==> src/rtl/fp_mult_pkg.sv <==
// Shared types and constants for the floating-point multiplier family.
// - round_values : rounding mode selector, also imported by exception_mult
//                  and by the future adder/divider blocks.
// - state_t      : sequencing states of fp_mult_core.
// - BIAS, EXP_MAX, MANT_W : single-precision format constants.
package fp_mult_pkg;

  typedef enum logic [2:0] {
    IEEE_near,
    IEEE_zero,
    IEEE_pinf,
    IEEE_ninf,
    near_up,
    away_zero
  } round_values;

  typedef enum logic [1:0] {
    IDLE,
    MUL,
    ROUND,
    DONE
  } state_t;

  localparam int BIAS    = 127;
  localparam int EXP_MAX = 254;
  localparam int MANT_W  = 23;

endpackage

==> src/rtl/fp_round.sv <==
// Rounding decision shared by the floating-point datapaths.
// Ports:
//   mode_i  rounding mode (round_values encoding)
//   sign_i  sign of the result
//   l_i     least significant kept mantissa bit
//   g_i     guard bit (first discarded bit)
//   s_i     sticky bit (OR of all lower discarded bits)
//   up_o    1 when the kept mantissa must be incremented
module fp_round
  import fp_mult_pkg::*;
(
  input  logic [2:0] mode_i,
  input  logic       sign_i,
  input  logic       l_i,
  input  logic       g_i,
  input  logic       s_i,
  output logic       up_o
);

  always_comb begin
    // NOTE: assign a default before the case so every path drives up_o;
    // otherwise an unlisted mode would infer a latch.
    up_o = 1'b0;
    case (mode_i)
      IEEE_near: up_o = g_i & (s_i | l_i);   // ties go to even
      IEEE_zero: up_o = 1'b0;                // truncate
      IEEE_pinf: up_o = (g_i | s_i) & ~sign_i;
      IEEE_ninf: up_o = (g_i | s_i) & sign_i;
      near_up:   up_o = g_i & (s_i | ~sign_i); // ties toward +inf
      away_zero: up_o = g_i | s_i;
      default:   up_o = 1'b0;
    endcase
  end

endmodule

==> src/rtl/fp_mult_core.sv <==
// Sequential single-precision multiplier datapath. Produces the raw packed
// result and overflow/underflow/inexact indications; special operands are
// not classified here (exception_mult downstream overrides them).
// A radix-2 shift-add significand multiplier runs for 24 cycles, followed by
// one normalize/round cycle, then the result is held until taken.
// Ports:
//   clk, rst            clock (rising edge), async active-low reset
//   in_valid/in_ready   operand handshake (ready only when idle)
//   a, b                operands
//   out_valid/out_ready result handshake
//   z_calc              {sign, exp[7:0], mantissa[22:0]}
//   overflow, underflow final biased exponent > 254 / < 1 (signed)
//   inexact             guard or sticky nonzero
module fp_mult_core
  import fp_mult_pkg::*;
#(
  parameter round_values round = IEEE_near
)
(
  input  logic        clk,
  input  logic        rst,
  input  logic        in_valid,
  output logic        in_ready,
  input  logic [31:0] a,
  input  logic [31:0] b,
  output logic        out_valid,
  input  logic        out_ready,
  output logic [31:0] z_calc,
  output logic        overflow,
  output logic        underflow,
  output logic        inexact
);

  state_t      state_q, state_d;
  logic        sign_q, sign_d;
  logic [9:0]  exp_q, exp_d;        // signed biased exponent with headroom
  logic [23:0] ma_q, ma_d;
  logic [23:0] mb_q, mb_d;
  logic [47:0] prod_q, prod_d;
  logic [4:0]  cnt_q, cnt_d;
  logic [31:0] z_q, z_d;
  logic        ovf_q, ovf_d;
  logic        unf_q, unf_d;
  logic        inx_q, inx_d;

  // Normalize / round datapath, evaluated from the finished product.
  logic              norm;
  logic [MANT_W-1:0] mant_pre;
  logic              g_bit;
  logic              s_bit;
  logic              up;
  logic [9:0]        exp_norm;
  logic [MANT_W:0]   mant_inc;
  logic [9:0]        exp_fin;
  logic              ovf_fin;
  logic              unf_fin;

  assign norm     = prod_q[47];   // product in [2,4): shift one more place
  assign mant_pre = norm ? prod_q[46:24] : prod_q[45:23];
  assign g_bit    = norm ? prod_q[23] : prod_q[22];
  assign s_bit    = norm ? (|prod_q[22:0]) : (|prod_q[21:0]);
  assign exp_norm = exp_q + {9'b0, norm};

  fp_round u_round (
    .mode_i (round),
    .sign_i (sign_q),
    .l_i    (mant_pre[0]),
    .g_i    (g_bit),
    .s_i    (s_bit),
    .up_o   (up)
  );

  // A carry out of the increment leaves the low bits all zero, which is the
  // correct mantissa field for the bumped exponent.
  assign mant_inc = {1'b0, mant_pre} + {{MANT_W{1'b0}}, up};
  assign exp_fin  = exp_norm + {9'b0, mant_inc[MANT_W]};
  assign ovf_fin  = $signed(exp_fin) > $signed(10'(EXP_MAX));
  assign unf_fin  = $signed(exp_fin) < $signed(10'd1);

  always_comb begin
    state_d = state_q;
    sign_d  = sign_q;
    exp_d   = exp_q;
    ma_d    = ma_q;
    mb_d    = mb_q;
    prod_d  = prod_q;
    cnt_d   = cnt_q;
    z_d     = z_q;
    ovf_d   = ovf_q;
    unf_d   = unf_q;
    inx_d   = inx_q;

    case (state_q)
      IDLE: begin
        if (in_valid) begin
          sign_d  = a[31] ^ b[31];
          exp_d   = {2'b0, a[30:23]} + {2'b0, b[30:23]} - 10'(BIAS);
          ma_d    = {1'b1, a[22:0]};
          mb_d    = {1'b1, b[22:0]};
          prod_d  = '0;   // accumulator starts clean for every operation
          cnt_d   = '0;
          state_d = MUL;
        end
      end
      MUL: begin
        if (mb_q[cnt_q]) begin
          prod_d = prod_q + ({24'b0, ma_q} << cnt_q);
        end
        if (cnt_q == 5'd23) begin
          cnt_d   = '0;
          state_d = ROUND;
        end else begin
          cnt_d = cnt_q + 5'd1;
        end
      end
      ROUND: begin
        z_d     = {sign_q, exp_fin[7:0], mant_inc[MANT_W-1:0]};
        ovf_d   = ovf_fin;
        unf_d   = unf_fin;
        inx_d   = g_bit | s_bit;
        state_d = DONE;
      end
      DONE: begin
        if (out_ready) begin
          state_d = IDLE;
        end
      end
      default: state_d = IDLE;
    endcase
  end

  // NOTE: sequential state uses non-blocking assignments so every register
  // samples the pre-edge values regardless of statement order.
  always_ff @(posedge clk or negedge rst) begin
    if (!rst) begin
      state_q <= IDLE;
      sign_q  <= 1'b0;
      exp_q   <= '0;
      ma_q    <= '0;
      mb_q    <= '0;
      prod_q  <= '0;
      cnt_q   <= '0;
      z_q     <= '0;
      ovf_q   <= 1'b0;
      unf_q   <= 1'b0;
      inx_q   <= 1'b0;
    end else begin
      state_q <= state_d;
      sign_q  <= sign_d;
      exp_q   <= exp_d;
      ma_q    <= ma_d;
      mb_q    <= mb_d;
      prod_q  <= prod_d;
      cnt_q   <= cnt_d;
      z_q     <= z_d;
      ovf_q   <= ovf_d;
      unf_q   <= unf_d;
      inx_q   <= inx_d;
    end
  end

  // Handshake outputs are pure decodes of the state register.
  assign in_ready  = (state_q == IDLE);
  assign out_valid = (state_q == DONE);
  assign z_calc    = z_q;
  assign overflow  = ovf_q;
  assign underflow = unf_q;
  assign inexact   = inx_q;

endmodule

==> config.mk <==
export PLATFORM = sky130hd
export DESIGN_NAME = fp_mult_core
export DESIGN_NICKNAME = d
export VERILOG_FILES = /design/src/rtl/fp_mult_pkg.sv /design/src/rtl/fp_round.sv /design/src/rtl/fp_mult_core.sv
export SDC_FILE = /design/constraint.sdc
export NUM_CORES = 1
export LEC_CHECK = 0
export BUFFER_PORTS_ARGS = -buffer_cell sky130_fd_sc_hd__buf_2
export CAP_MARGIN = 20
export CORE_MARGIN = 3
export CORE_UTILIZATION = 55
export DETAILED_ROUTE_END_ITERATION = 16
export HOLD_SLACK_MARGIN = 0.03
export PLACE_DENSITY = 0.76
export SKIP_CTS_REPAIR_TIMING = 1
export SYNTH_ARGS = -nofsm -noshare
export SYNTH_HDL_FRONTEND = slang
export SYNTH_HIERARCHICAL = 1
export SYNTH_SLANG_ARGS = --single-unit
==> constraint.sdc <==
create_clock -name clk -period 6.13 [get_ports clk]
set_input_delay 0.9195 -clock clk [delete_from_list [all_inputs] [get_ports clk]]
set_output_delay 0.9195 -clock clk [all_outputs]
set_load 0.02 [all_outputs]
* Word level (Yosys, flattened, before mapping)
Index checks and enable logic that the tools add are counted.
Storage, ports and cells: register bits after elaboration 149, bits of input ports 68, output and inout bits 37, logic and storage cells 57
Operators by class: add/subtract/negate cells 7, $lt $le $gt $ge 3, equality and inequality tests 8, shift operators 1, multiplexer cells 15, bitwise logic cells 4, reductions and logical operators 8
Operator list (number):
- $mux 48 | 2
- $pmux 48 s2 | 1
- $add 48x48->48 | 1
- $shl 24x5->48 | 1
- $add 23x1->24 | 1
- $mux 23 | 1
- $reduce_or 23->1 | 1
- $reduce_or 22->1 | 1
- $add 10x1->10 | 2
- $gt 10x9->1 const B | 1
- $lt 10x2->1 const B | 1
- $mux 5 | 2
- $pmux 5 s2 | 1
- $sub 9x7->10 const B | 1
- $add 8x8->9 | 1
- $pmux 2 s4 | 1
- $lt 5x6->1 const B | 1
- $mux 2 | 3
- $ne 2x2->1 const B | 3
- $reduce_and 3->1 | 2
- $add 5x1->5 const B | 1
- $bmux 1 s5 | 1
- $eq 5x5->1 const B | 1
- $eq 2x2->1 const B | 2
- 9 further kinds | 13

* Logic depth before layout (Yosys ltp)
Gate-level depths: netlist (run 1).
depth in word-level cells 7, gate-level depth with buffers 26, gate-level depth less buffers 23

* Hierarchy
Netlist (run 1), hierarchy kept.
By module, submodules not included:
- fp_mult_core | times used 1, cells each 1290, area an instance 11449.7 um^2
- fp_round | times used 1, cells each 9, area an instance 60.1 um^2

* Worst setup path after synthesis (run 1)
Ideal clock, no wire load.
path type reg-to-reg, start point reg prod_q[47], end point reg unf_q, in the netlist underflow, arrival time 5.314 ns, data required time 6.058 ns, setup slack 0.744 ns, stages on the path, launching flop included 27, cell sequence dfrtp_1 buf_2 clkbuf_1 buf_1 clkbuf_1 mux2_2 or3_2 a21oi_1 a2111oi_1 ha_1 nand4_1 nor4_2 and2_0 buf_2 nand4_1 nor3b_1 nand3_1 fa_1 nor2b_1 nand2_1 nor3_1 nand3_1 o31ai_1 nand3_1 o41ai_1 a41oi_1 nor2_1
On the way: cells in the longest elaborated chain, start to end 6
Ends and longest elaborated chain:
- start, declared | line fp_mult_core.sv:39 | logic [47:0] prod_q, prod_d;
- start signal, assigned | line fp_mult_core.sv:153 | prod_q <= prod_d;
- $mux 23 | line fp_mult_core.sv:59 | assign mant_pre = norm ? prod_q[46:24] : prod_q[45:23];
- via mant_pre[0] | line fp_mult_core.sv:48 | logic [MANT_W-1:0] mant_pre;
- $or 1x1->1 | line fp_round.sv:25 | IEEE_near: up_o = g_i & (s_i | l_i);
- $and 1x1->1 | line fp_round.sv:25
- via up | line fp_mult_core.sv:51 | logic up;
- $add 23x1->24 | line fp_mult_core.sv:75 | assign mant_inc = {1'b0, mant_pre} + {{MANT_W{1'b0}}, up};
- $add 10x1->10 | line fp_mult_core.sv:76 | assign exp_fin = exp_norm + {9'b0, mant_inc[MANT_W]};
- $lt 10x2->1 | line fp_mult_core.sv:78 | assign unf_fin = $signed(exp_fin) < $signed(10'd1);
- end signal, assigned | line fp_mult_core.sv:157 | unf_q <= unf_d;
- end, declared | line fp_mult_core.sv:43 | logic unf_q, unf_d;
The timed path passes the listed nets, and every way through them passes these cells. A chain may end at the register's enable or synchronous reset.

* Final worst setup path (run 1)
start point reg prod_q[47], end point reg ovf_q, in the netlist overflow
On the way: cells in the longest elaborated chain, start to end 6
Ends and longest elaborated chain:
- $mux 1 | line fp_mult_core.sv:61 | assign s_bit = norm ? (|prod_q[22:0]) : (|prod_q[21:0]);
- via s_bit | line fp_mult_core.sv:50 | logic s_bit;
- $or 1x1->1 | line fp_round.sv:25
- $and 1x1->1 | line fp_round.sv:25
- via up | line fp_mult_core.sv:51
- $add 23x1->24 | line fp_mult_core.sv:75
- $add 10x1->10 | line fp_mult_core.sv:76
- $gt 10x9->1 | line fp_mult_core.sv:77 | assign ovf_fin = $signed(exp_fin) > $signed(10'(EXP_MAX));
- end signal, assigned | line fp_mult_core.sv:156 | ovf_q <= ovf_d;
- end, declared | line fp_mult_core.sv:42 | logic ovf_q, ovf_d;
The timed path passes the listed nets, and every way through them passes these cells.

==> flow_summary.yaml, run 1 <==
place:
  dp_hpwl_um: 21800
  dp_cells: 1616
  io_buffers: 104
  gp_congestion: 0.938
synth:
  synth_most_common_cell: "nand2_1"
  syn_area_mm2: 0.0115
  synthFlopType: "dfrtp_1"
  yosys_warnings: 6
  synth_common_cells: "nand2_1, dfrtp_1, o21ai_0"
  yosys-top-cells-area: "dfrtp_1, mux2_2, ha_1, nand2_1, o21ai_0"
  ys_types: 75
  synth_top_area_share_pct: 32.2
  synthCells: 1299
  synth.avg_cell_area_um2: 8.86
  synth_top_area_cell: "dfrtp_1"
  ys_seq_area_share_pct: 32.2
  async_flop_share_pct: 100
  ys_ff_latch: 148
  synth_edf_count: 0
finish:
  synthToLayoutAreaGrowth_pct: 11.1
  seq_area_mm2: 0.00370
  fill_cells: 1760
  finalNonFillerCells: 1648
  num-nets-final: 1506
  drive_gt1_share_pct: 19.3
  antenna_cells: 0
  multi_input_area_mm2: 0.00734
power_and_ir_drop:
  p_leak_nw: 5.76
  p_switching_mw: 2.85
  clockPowerShare_pct: 17.7
  swShare_pct: 45.8
  combPwrFrac_pct: 56.6
  p_int_mw: 3.37
  peakVddDrop_mv: 0.304
  seq_power_share_pct: 25.7
  power.density_mw_per_mm2: 486
clock_tree:
  clkTransAtPathRegs_ns: 0.06
  cts_tree: "yes"
  cts_inserted_buffers: 17
  root_buffer: "clkbuf_16"
  cts_sinks: 148
  insertion_delay_ns: 0.43
  clk_path_buf_depth: 2
  htree_levels: 4
global_route:
  grt_first_pass_wirelength_um: 47700
  grt_util_all_layers_pct: 26.3
  overflow: 0
  grt_max_degree: 79
  antenna_found_initial: 0
  grt_pass1_vias: 9337
timing:
  fin_worst_skew_ns: 0.00934
  rsz0062_at_grt: "false"
  setup_viol: 0
  finalCritPeriodShare_pct: 90.1
  finalSetupTns_ns: 0
  max_slew.worst_pin.slew_ns: 0.995
  hold_violations: 0
  post-route-min-period_ns: 5.53
  slew_headroom_pct: 33.7
  fmax_ghz: 0.181
  final_max_slew_viol_count: 0
worst_setup_path:
  crit_path_max_incr_delay_ns: 0.66
  endpoint_kind: "flip-flop"
  path_delay_family: "simple AND/OR/NAND/NOR gates"
  cp_slowest_cell: "dfrtp_1"
  startpoint_type: "flip-flop"
  critPathKind: "reg2reg"
  r2r-start: "prod_q[47]"
  crit_top_cell: "nand3_1"
  worstPathCellList: "a211oi_1 > nand3_1 > or3_2 > a21oi_1 > a2111oi_1 > ha_1 > nand4_1 > nor4_2 > and2_0 > nand4_1 > nor3b_1 > nand3_1 > fa_1 > nor2b_1 > nand2_1 > nor3_1 > nand3_1 > xor2_1 > nand2_1 > a21oi_1 > o21ai_0 > o21ai_0"
  startpoint: "prod_q[47]"
  required_ns: 6.47
  path_buf_inv: 0
  crit_fanout: 12
  crit_arrival_ns: 5.87
floorplanning:
  initial_utilization_pct: 56.3
  ios: 105
  die_y_um: 151
  die_w_um: 151
  rows: 52
  core_mm2: 0.0204
  die_area_mm2: 0.0227
route:
  wirelength_um: 29200
  num_vias: 9955
  drc: 0
  via_per_inst: 6.04
  drt_iter0_drc: 733
  drtAntennaViolNets: 0
  wire_per_inst_um: 17.7
  firstDrtPassIters: 5
run:
  drv_cap: 0
min_path:
  hp-class: "reg2reg"
  min_from: "z_calc[3]"
run_status:
  status: "finished clean"
==> stage by stage <==
stage	util [%]	hold WS (ns)	setup slack [ns]	total power, mW	cell area, µm²
floorplan	-	0.450	0.744	4.18	11500
global placement	59.6	0.484	0.887	5.00	12200
detailed placement	59.6	0.491	0.688	5.05	12200
CTS	62.6	0.505	0.666	6.18	12800
global route	62.6	0.515	0.00681	6.65	12800
finish	62.6	0.500	0.604	6.22	12800
==> power by group through the flow <==
stage / registers, mW / clock network [mW] / logic [mW]
global placement: 1.59 / 0 / 3.41
CTS: 1.60 / 1.11 / 3.47
detailed placement: 1.61 / 0 / 3.44
floorplan: 1.53 / 0 / 2.66
global route: 1.64 / 1.16 / 3.85
finish: 1.60 / 1.10 / 3.52
==> cells by family after synthesis <==
kind of cell / share of synthesized area, %
simple gates: 15.5
compound gates: 19.7
fa+ha+maj: 8.13
xor+xnor: 5.94
mux: 14.2
other cells: 0.0326
flops: 32.2
buf+inv: 4.39
==> placed cells by master, fill, tap and decap left out, drive strengths merged, types with 5 or more instances in the layout <==
| master | count |
|---|---|
| o21bai | 8 |
| o31ai | 16 |
| a211oi | 12 |
| and3 | 9 |
| clkbuf | 21 |
| xnor2 | 39 |
| or3 | 8 |
| nand2b | 12 |
| o41ai | 5 |
| inv | 42 |
| clkinv | 7 |
| and2 | 15 |
| or2 | 7 |
| o22ai | 13 |
| nand2 | 152 |
| mux4 | 13 |
| dfrtp | 148 |
| mux2 | 84 |
| nor2b | 16 |
| nor3 | 11 |
| mux2i | 39 |
| nand3 | 37 |
| buf | 117 |
| a31oi | 11 |
| o21a | 12 |
| a21oi | 89 |
| o21ai | 107 |
| nor4 | 7 |
| xor2 | 39 |
| nor2 | 83 |
| a21o | 29 |
| ha | 70 |
| nand4 | 17 |
| a21boi | 5 |
| o211ai | 16 |
| conb | 11 |
==> registers in the layout, summed over array words and instances, names as in the netlist <==
| name | cells |
|---|---|
| cnt_q | 5 |
| exp_q | 10 |
| inexact | 1 |
| ma_q | 24 |
| mb_q | 23 |
| overflow | 1 |
| prod_q | 48 |
| sign_q | 1 |
| state_q | 2 |
| underflow | 1 |
| z_calc | 32 |
==> path summary, 6_finish.rpt <==
path,end,slack (ns),cells after the start
min in group asynchronous,prod_q[16],0.53,1
max in group asynchronous,cnt_q[0],4.59,2
max reg2reg,overflow,0.60,22
min reg2reg,z_calc[3],0.50,1
min,z_calc[3],0.50,1
max,overflow,0.60,22
==> cell type report <==
| cell class | count | share of cell area (%) |
|---|---|---|
| sequential | 148 | 29.0 |
| timing repair buffer | 117 | 4.88 |
| multi-input combinational | 1038 | 57.4 |
| inverter | 43 | 1.26 |
| tap | 270 | 2.64 |
| clock buffer | 21 | 3.60 |
| clock inverter | 11 | 1.17 |
==> metal layers <==
| layer | vias up | track usage [%] | wire length (µm) | part of all wire, % |
|---|---|---|---|---|
| met3 | 43 | 5.63 | 1880 | 6.4 |
| li1 | 4819 | - | - | - |
| met5 | - | 0 | 0 | 0 |
| met2 | 321 | 41.4 | 13300 | 46 |
| met1 | 4772 | 37.0 | 13500 | 46 |
| met4 | 0 | 7.16 | 531 | 1.8 |
(Power assumes the default switching activity.)
==> inputs of run 2 (changes only) <==
--- a/config.mk
+++ b/config.mk
@@ -7,11 +7,13 @@
 export LEC_CHECK = 0
 export BUFFER_PORTS_ARGS = -buffer_cell sky130_fd_sc_hd__buf_2
 export CAP_MARGIN = 20
+export CELL_PAD_IN_SITES_DETAIL_PLACEMENT = 1
+export CELL_PAD_IN_SITES_GLOBAL_PLACEMENT = 1
 export CORE_MARGIN = 3
-export CORE_UTILIZATION = 55
+export CORE_UTILIZATION = 47
 export DETAILED_ROUTE_END_ITERATION = 16
 export HOLD_SLACK_MARGIN = 0.03
-export PLACE_DENSITY = 0.76
+export PLACE_DENSITY = 0.83
 export SKIP_CTS_REPAIR_TIMING = 1
 export SYNTH_ARGS = -nofsm -noshare
 export SYNTH_HDL_FRONTEND = slang
==> run 2 against run 1 <==
  * Largest cell class unchanged
  * Sequential power hardly changed
  * Power up 2.8%
  * Clock skew grew 0.0013 ns
  * Critical endpoint unchanged
  * Largest power group unchanged
  * Via count increased by 2.5%
  * Core utilization decreased by 8.5 points
  * Flip-flop and latch count unchanged
==> flow_summary.yaml, run 2 (same netlist as run 1, synthesis figures left out) <==
route:
  drtAntennaViolNets: 0
  firstDrtPassIters: 5
  num_vias: 10200
  drc: 0
  drt_iter0_drc: 637
  wire_per_inst_um: 20.7
  wirelength_um: 35100
  via_per_inst: 6.02
finish:
  antenna_cells: 0
  finalNonFillerCells: 1695
  drive_gt1_share_pct: 19.4
  top_register: "prod_q"
  utilization_pct: 54.1
  synthToLayoutAreaGrowth_pct: 11.6
  largest_reg_flops: 48
  final_common_cell: "nand2_1"
  layout_common_cells: "nand2_1, dfrtp_1, o21ai_0, buf_2, a21oi_1"
  num-nets-final: 1505
floorplanning:
  core_mm2: 0.0238
  ios: 105
  rows: 56
  die_area_mm2: 0.0264
  die_w_um: 162
  die_y_um: 162
  initial_utilization_pct: 48.5
timing:
  post-route-min-period_ns: 5.55
  slew_headroom_pct: 30.8
  rsz0062_at_grt: "false"
  max_slew.worst_pin.slew_ns: 1.04
  finalHoldWorstSlack_ns: 0.486
  hold_violations: 0
  fin_worst_skew_ns: 0.0107
  finalSetupTns_ns: 0
  final_max_slew_viol_count: 0
  finalCritPeriodShare_pct: 90.5
  setup_viol: 0
  fmax_ghz: 0.180
worst_setup_path:
  r2r_slack_ns: 0.58
  startpoint: "prod_q[1]"
  r2r_cells: 23
  crit_fanout: 6
  endpoint_kind: "flip-flop"
  crit_end: "overflow"
  r2r-start: "prod_q[1]"
  critPathKind: "reg2reg"
  required_ns: 6.48
  worst_r2r_endpoint: "overflow"
  crit_arrival_ns: 5.90
  startpoint_type: "flip-flop"
place:
  dp_cells: 1663
  gp_congestion: 0.921
  dp_hpwl_um: 25300
  io_buffers: 104
run:
  drv_cap: 0
clock_tree:
  cts_tree: "yes"
  clk_path_buf_depth: 2
  htree_levels: 4
  cts_sinks: 148
  root_buffer: "clkbuf_16"
  clkTransAtPathRegs_ns: 0.07
  insertion_delay_ns: 0.44
  cts_inserted_buffers: 17
global_route:
  antenna_found_initial: 2
  overflow: 0
  grt_util_all_layers_pct: 27.0
  grt_pass1_vias: 10600
  grt_first_pass_wirelength_um: 57200
  grt_max_degree: 97
power_and_ir_drop:
  peakVddDrop_mv: 0.228
  p_total_mw: 6.39
  p_leak_nw: 5.76
  power.density_mw_per_mm2: 498
run_status:
  status: "finished clean"
min_path:
  hp-class: "reg2reg"
[run 2: changes by cell type in the layout (fill, tap and decap cells not counted), moves of 2 or more]
cell	before	now
buf_4	13	11
inv_6	1	4
clkbuf_1	2	0
clkinv_4	3	1
[run 2: metal layers]
metal / routed length, µm / global-route usage [%]
met1: 15700 / 35.9
met2: 17100 / 45.6
met3: 1640 / 4.83
met4: 709 / 7.13
met5: 13 / 0
[run 2: where the power goes]
group	total (mW)	switching (mW)	internal (mW)
clock	1.09	0.475	0.615
combinational	3.71	2.28	1.42
sequential	1.60	0.307	1.29
total	6.39	3.07	3.33
[run 2: how the worst min path moves through the flow]
| stage | from | end | slack [ns] | depth (start not counted) |
|---|---|---|---|---|
| 6_report | exp_q[0] | exp_q[0] | 0.49 | 2 |
| 5_1_grt | exp_q[0] | exp_q[0] | 0.51 | 2 |
| 4_1_cts | exp_q[0] | exp_q[0] | 0.49 | 2 |
| 3_5_place_dp | exp_q[0] | exp_q[0] | 0.47 | 2 |
| 3_3_place_gp | exp_q[0] | exp_q[0] | 0.47 | 2 |
| 2_1_floorplan | exp_q[0] | exp_q[0] | 0.45 | 2 |
[run 2: area by class of cell]
class / count / area, µm²
Fill cell: 2803 / 10900
Clock inverter: 13 / 148
Inverter: 43 / 161
Clock buffer: 18 / 439
Multi-Input combinational cell: 1038 / 7360
Timing Repair Buffer: 116 / 637
Sequential cell: 148 / 3700
Tap cell: 319 / 399
[run 2: through the flow]
step	setup slack, ns	area (µm²)
after floorplan	0.744	11500
after global placement	0.891	12200
after detailed placement	0.560	12200
after CTS	0.321	12800
after global routing	0.0735	12800
final	0.580	12800
[run 2: critical path, stage by stage (launching register included)]
cell,delay [ns]
dfrtp_1,0.45
nor4_1,0.11
and4_1,0.22
nand3_1,0.14
or3_2,0.16
a21oi_1,0.07
a2111oi_1,0.38
ha_1,0.31
nand4_1,0.18
nor4_4,0.41
and2_0,0.39
nand4_1,0.22
nor3b_1,0.34
nand3_1,0.14
fa_1,0.40
nor2b_1,0.17
nand2_1,0.18
nor3_2,0.35
nand3_1,0.18
xor2_1,0.16
nand2_1,0.10
a21oi_1,0.22
o21ai_0,0.10
o21ai_0,0.08
